--- config.mk ---
export PLATFORM = sky130hd
export DESIGN_NAME = bot_cmd_decoder
export DESIGN_NICKNAME = d
export VERILOG_FILES = /design/src/rtl/bot_cmd_decoder.sv
export SDC_FILE = /design/constraint.sdc
export NUM_CORES = 1
export LEC_CHECK = 0
export CAP_MARGIN = 20
export CORE_MARGIN = 1.5
export CORE_UTILIZATION = 60
export CTS_CLUSTER_SIZE = 28
export DETAILED_ROUTE_END_ITERATION = 16
export PLACE_DENSITY = 0.91
export RECOVER_POWER = 100
export SLEW_MARGIN = 5
export SYNTH_ARGS = -nofsm -noshare
export SYNTH_HDL_FRONTEND = slang
export SYNTH_SLANG_ARGS = --single-unit
--- constraint.sdc ---
create_clock -name clk80 -period 3 [get_ports clk80]
set_input_delay 0.9 -clock clk80 [delete_from_list [all_inputs] [get_ports clk80]]
set_output_delay 0.9 -clock clk80 [all_outputs]
set_load 0.02 [all_outputs]
--- src/rtl/bot_cmd_decoder.sv ---
// IR command byte decoder: frame detect, IDLE/RUN/BRAKE FSM, watchdog and motor drive.
// Define BOT_CMD_PWM_EN to build the PWM speed gating on the RUN outputs.
module bot_cmd_decoder #(
  parameter logic [15:0] PWM_PRESC   = 16'd312,
  parameter logic [31:0] WDOG_TICKS  = 32'd16_000_000,
  parameter logic [23:0] BRAKE_TICKS = 24'd8_000_000
) (
  input  logic       clk80,
  input  logic       reset_n,
  input  logic [7:0] rbyte,
  output logic [1:0] motor_l,
  output logic [1:0] motor_r,
  output logic [1:0] speed,
  output logic [1:0] state,
  output logic       cmd_strobe
);

  typedef enum logic [1:0] {
    ST_IDLE  = 2'b00,
    ST_RUN   = 2'b01,
    ST_BRAKE = 2'b10
  } state_e;

  localparam logic [2:0] C_STOP   = 3'd0;
  localparam logic [2:0] C_FWD    = 3'd1;
  localparam logic [2:0] C_BACK   = 3'd2;
  localparam logic [2:0] C_LEFT   = 3'd3;
  localparam logic [2:0] C_RIGHT  = 3'd4;
  localparam logic [2:0] C_SPD_UP = 3'd5;
  localparam logic [2:0] C_SPD_DN = 3'd6;
  localparam logic [2:0] C_BRAKE  = 3'd7;

  state_e      state_p1;
  state_e      state_nxt;
  logic [7:0]  rbyte_q;
  logic        vld_p0;
  logic [2:0]  code_p0;
  logic [1:0]  dir_l_p1;
  logic [1:0]  dir_r_p1;
  logic [31:0] wdog_p1;
  logic [23:0] brk_p1;
  logic        pwm_on;
  logic [1:0]  mot_l_nxt;
  logic [1:0]  mot_r_nxt;

  // The sender flips bit 7 each frame, so any change with a valid tag is a new frame.
  assign vld_p0  = (rbyte != rbyte_q) && (rbyte[3:0] == 4'h5);
  assign code_p0 = rbyte[6:4];
  assign state   = state_p1;

  // Stage 0 -> 1: frame capture, direction/speed latch and timers
  always_ff @(posedge clk80 or negedge reset_n) begin
    if (!reset_n) begin
      rbyte_q    <= 8'h00;
      cmd_strobe <= 1'b0;
      speed      <= 2'd2;
      dir_l_p1   <= 2'b00;
      dir_r_p1   <= 2'b00;
      wdog_p1    <= 32'd0;
      brk_p1     <= 24'd0;
    end else begin
      rbyte_q    <= rbyte;
      cmd_strobe <= vld_p0;
      if (vld_p0)
        wdog_p1 <= WDOG_TICKS - 32'd1;
      else if (state_p1 == ST_RUN && wdog_p1 != 32'd0)
        wdog_p1 <= wdog_p1 - 32'd1;
      if (vld_p0 && code_p0 == C_BRAKE)
        brk_p1 <= BRAKE_TICKS - 24'd1;
      else if (state_p1 == ST_BRAKE && brk_p1 != 24'd0)
        brk_p1 <= brk_p1 - 24'd1;
      if (vld_p0) begin
        case (code_p0)
          C_FWD:    begin dir_l_p1 <= 2'b10; dir_r_p1 <= 2'b10; end
          C_BACK:   begin dir_l_p1 <= 2'b01; dir_r_p1 <= 2'b01; end
          C_LEFT:   begin dir_l_p1 <= 2'b01; dir_r_p1 <= 2'b10; end
          C_RIGHT:  begin dir_l_p1 <= 2'b10; dir_r_p1 <= 2'b01; end
          C_SPD_UP: if (speed != 2'd3) speed <= speed + 2'd1;
          C_SPD_DN: if (speed != 2'd0) speed <= speed - 2'd1;
          default:  ;
        endcase
      end
    end
  end

  always_ff @(posedge clk80 or negedge reset_n) begin
    if (!reset_n) state_p1 <= ST_IDLE;
    else          state_p1 <= state_nxt;
  end

  // An accepted frame wins over watchdog or brake expiry in the same cycle.
  always_comb begin
    state_nxt = state_p1;
    if (vld_p0) begin
      case (code_p0)
        C_STOP:                          state_nxt = ST_IDLE;
        C_FWD, C_BACK, C_LEFT, C_RIGHT:  state_nxt = ST_RUN;
        C_BRAKE:                         state_nxt = ST_BRAKE;
        default:                         state_nxt = state_p1;
      endcase
    end else begin
      case (state_p1)
        ST_RUN:   if (wdog_p1 == 32'd0) state_nxt = ST_IDLE;
        ST_BRAKE: if (brk_p1 == 24'd0)  state_nxt = ST_IDLE;
        default:  state_nxt = state_p1;
      endcase
    end
  end

`ifdef BOT_CMD_PWM_EN
  logic [15:0] presc_p1;
  logic [7:0]  pwm_cnt_p1;

  always_ff @(posedge clk80 or negedge reset_n) begin
    if (!reset_n) begin
      presc_p1   <= 16'd0;
      pwm_cnt_p1 <= 8'd0;
    end else if (presc_p1 == PWM_PRESC - 16'd1) begin
      presc_p1   <= 16'd0;
      pwm_cnt_p1 <= pwm_cnt_p1 + 8'd1;
    end else begin
      presc_p1   <= presc_p1 + 16'd1;
    end
  end

  assign pwm_on = (pwm_cnt_p1 <= {speed, 6'h3F});
`else
  assign pwm_on = 1'b1;
`endif

  always_comb begin
    mot_l_nxt = 2'b00;
    mot_r_nxt = 2'b00;
    case (state_p1)
      ST_BRAKE: begin
        mot_l_nxt = 2'b11;
        mot_r_nxt = 2'b11;
      end
      ST_RUN: if (pwm_on) begin
        mot_l_nxt = dir_l_p1;
        mot_r_nxt = dir_r_p1;
      end
      default: ;
    endcase
  end

  // Stage 1 -> 2: registered motor drive
  always_ff @(posedge clk80 or negedge reset_n) begin
    if (!reset_n) begin
      motor_l <= 2'b00;
      motor_r <= 2'b00;
    end else begin
      motor_l <= mot_l_nxt;
      motor_r <= mot_r_nxt;
    end
  end

endmodule

==> results.sh <==
export IMPL_synth_xor_xnor_area_share=0.0638
export IMPL_drv_cap=1
export IMPL_power_density_nw_per_um2=567
export IMPL_setup_viol=0
export IMPL_h_tree_depth=3
export IMPL_nets=440
export IMPL_final_layout_size_suffix_gt1_frac=0.0907
export IMPL_path_max_fanout=8
export IMPL_arrival_ns=3.02
export IMPL_syn_nets=416
export IMPL_synth_cell_types=51
export IMPL_leakage_uw=0.00159
export IMPL_antenna_cells=0
export IMPL_wl_per_cell_um=16.9
export IMPL_vias_per_cell=6.70
export IMPL_post_cts_buffers=0
export IMPL_outcome="complete, but fails checks"
export IMPL_area_growth_pct=11.4
export IMPL_row_count=29
export IMPL_p_int_uw=1730
export IMPL_rsz0062_at_grt="no"
export IMPL_routed_wl_um=8560
export IMPL_critical_path_top_delay_family="simple AND/OR/NAND/NOR gates"
export IMPL_drv_slew=78
export IMPL_worst_ep_required_time_ns=3.24
export IMPL_netSwitchingPower_uw=779
export IMPL_synth_most_common_cell="dfrtp_1"
export IMPL_fmax_ghz=0.360
export IMPL_drt_initial_drc_count=288
export IMPL_grt_usage=0.252
export IMPL_violations="max-capacitance violations, max-slew violations"
export IMPL_yosys_top_cells_count="dfrtp_1 (76), or4_1 (26), nand3_1 (24)"
export IMPL_endpoint_kind="flop"
export IMPL_cts_path_max_buffers=2
export IMPL_combinationalPowerShare=0.193
export IMPL_maxSlewHeadroom=-0.228
export IMPL_holdWs_ns=0.553
export IMPL_regArea_sq_um=1930
export IMPL_dieArea_sq_um=7130
export IMPL_swShare=0.310
export IMPL_fill_cells=459
export IMPL_slowest_stage="or4_1"
export IMPL_synth_top_family_by_area="simple AND/OR/NAND/NOR gates"
export IMPL_initial_core_util=0.623
export IMPL_synthArstFlopShare=1.00
export IMPL_synth_yosys_seq_area_share=0.484
export IMPL_ys_ff_latch=77
export IMPL_drt_antenna_violating_nets=0
export IMPL_synth_area_sq_um=3980
export IMPL_period_minus_slack_ns=2.78
export IMPL_setup_tns_ns=0
export IMPL_hold_path_class="reg2reg"
export IMPL_port_buffers=18
export IMPL_clockPowerShare=0.305
export IMPL_die_h_um=84.5
export IMPL_synth_compound_area_share=0.157
export IMPL_routabilityCongestion=0.881
export IMPL_clk_pin_slew_ns=0.08
export IMPL_setup_worst_path_start_class="flop"
export IMPL_cts_buffers=9
export IMPL_pin_count=19
export IMPL_drt_pass1_iter_count=4
export IMPL_path_class="reg2reg"
export IMPL_grt_pass1_vias=3145
export IMPL_antenna_found_initial=0
export IMPL_grt_pass1_wl_um=14500
export IMPL_yosys_mux_area_fraction=0.00251
export IMPL_cp_num_buf_inv=0
export IMPL_final_hold_viol_count=0
export IMPL_vias=3399
export IMPL_fp_dieW_um=84.5
export IMPL_holdBufCountCts=0
export IMPL_grt_max_degree=78
export IMPL_synth_avg_cell_area_sq_um=9.93
export IMPL_cts_sinks=77
export IMPL_synth_edf_count=0
export IMPL_synth_area_leaders="dfrtp_1 (48%), or4_1 (4.9%), xor2_1 (4.6%), or3_1 (3.5%), o31ai_1 (3.4%)"
export IMPL_period_share=0.926
export IMPL_multi_input_area_sq_um=1920
export IMPL_core_area_sq_um=6390
export IMPL_ys_flop_type="dfrtp_1"
export IMPL_cts_tree="yes"
export IMPL_vdd_drop_max_uv=329
export IMPL_fin_worst_skew_ns=0.00958
export IMPL_worst_slew_pin_slew_ns=1.84
export IMPL_overflow=0
export IMPL_synth_adder_area_share=0.0157
export IMPL_drcViolationCount=0
export IMPL_synth_cells=401
export IMPL_synth_top_cell_area_share=0.478
export IMPL_yosys_area_share_simple=0.245
export IMPL_cp_slowest_stage_delay_ns=0.67
export IMPL_hpwlAfterDp_um=5800
export IMPL_path_cells="or4_1, or4_4, o31a_1, or3_1, a32o_1"
export IMPL_pwr_share_seq=0.502
export IMPL_cts_repair_resized=0
export IMPL_root_buffer="clkbuf_8"
export IMPL_worstSkewPairLatency_ns=0.35
export IMPL_yosysTopAreaCell="dfrtp_1"
export IMPL_yosys_warnings=0
==> metrics by stage <==
| stage | instance area [sq um] | util | std cells | total power (uW) | setup slack, ns |
|---|---|---|---|---|---|
| after floorplan | 3980 | - | 401 | 1580 | 0.316 |
| after global placement | 4280 | 0.670 | 491 | 1730 | 0.136 |
| after detailed placement | 4280 | 0.670 | 491 | 1770 | 0.0762 |
| after CTS | 4480 | 0.701 | 507 | 2540 | 0.211 |
| after global routing | 4430 | 0.694 | 507 | 2640 | 0.0830 |
| final | 4430 | 0.694 | 507 | 2510 | 0.222 |
==> final cells by class <==
cell class | count | share of cell area
Sequential cell | 77 | 0.435
Multi-Input combinational cell | 294 | 0.433
Timing Repair Buffer | 33 | 0.0581
Clock buffer | 13 | 0.0404
Tap cell | 77 | 0.0217
Inverter | 10 | 0.00847
Clock inverter | 3 | 0.00395
==> kinds of logic after synthesis <==
kind of cell             Yosys count
AO/OA/AOI/OAI                     94
XOR/XNOR                          29
adder cells (fa/ha/maj)            5
buffers and inverters             30
flip-flops                        77
multiplexers                       1
AND/OR/NAND/NOR                  165
==> cell usage in the layout (no fill, tap or decap), drive strengths merged, types with 2 or more instances in the layout <==
master          n
and3            4
o21ai          22
a21o            3
a21oi          23
or3b            2
o211ai          8
nor2           21
o31ai          19
inv            10
nor4           16
a41oi           2
nand2b          2
or4            28
nand4           5
buf             6
a211oi          2
nand2          18
a22o            2
clkinv          2
clkbuf         23
nand3b          2
or4b            2
or3            22
clkdlybuf4s50   3
xor2           21
o31a            2
nand3          24
ha              5
nor4b           2
and2            2
dfrtp          76
nor2b           3
or2             4
nor3            6
o41ai           4
dlygate4sd3    14
xnor2           8
==> layer usage <==
layer	routed length, um	global-route usage
met5	0	0
met4	157	0.106
met3	465	0.0354
met2	4050	0.399
met1	3890	0.354
==> sequential cells by signal, summed over array words and instances (netlist names) <==
| register | count |
|---|---|
| wdog_p1 | 32 |
| speed | 2 |
| dir_l_p1 | 2 |
| state | 2 |
| rbyte_q | 8 |
| brk_p1 | 24 |
| dir_r_p1 | 2 |
| motor_r | 2 |
| motor_l | 2 |
| cmd_strobe | 1 |
==> power by group through the flow <==
stage	Sequential, uW	Combinational (uW)	Clock (uW)
detailed placement	1270	495	0
floorplan	1270	316	0
global placement	1270	464	0
global route	1270	535	827
finish	1260	484	766
CTS	1260	503	778
==> path summary, 6_finish.rpt <==
check / from / endpoint / slack, ns / cells past startpoint
worst max register to register: wdog_p1[7]$_DFFE_PN0P_ / state[0]$_DFFE_PN0P_ / 0.22 / 5
worst min-delay path: speed[1]$_DFFE_PN1P_ / speed[1]$_DFFE_PN1P_ / 0.55 / 1
worst min register to register: speed[1]$_DFFE_PN1P_ / speed[1]$_DFFE_PN1P_ / 0.55 / 1
min in group asynchronous: reset_n / brk_p1[20]$_DFFE_PN0P_ / 1.04 / 1
max in group asynchronous: reset_n / wdog_p1[24]$_DFFE_PN0P_ / 0.85 / 1
worst max-delay path: wdog_p1[7]$_DFFE_PN0P_ / state[0]$_DFFE_PN0P_ / 0.22 / 5
Note: power is estimated with default switching activity, not from simulation.
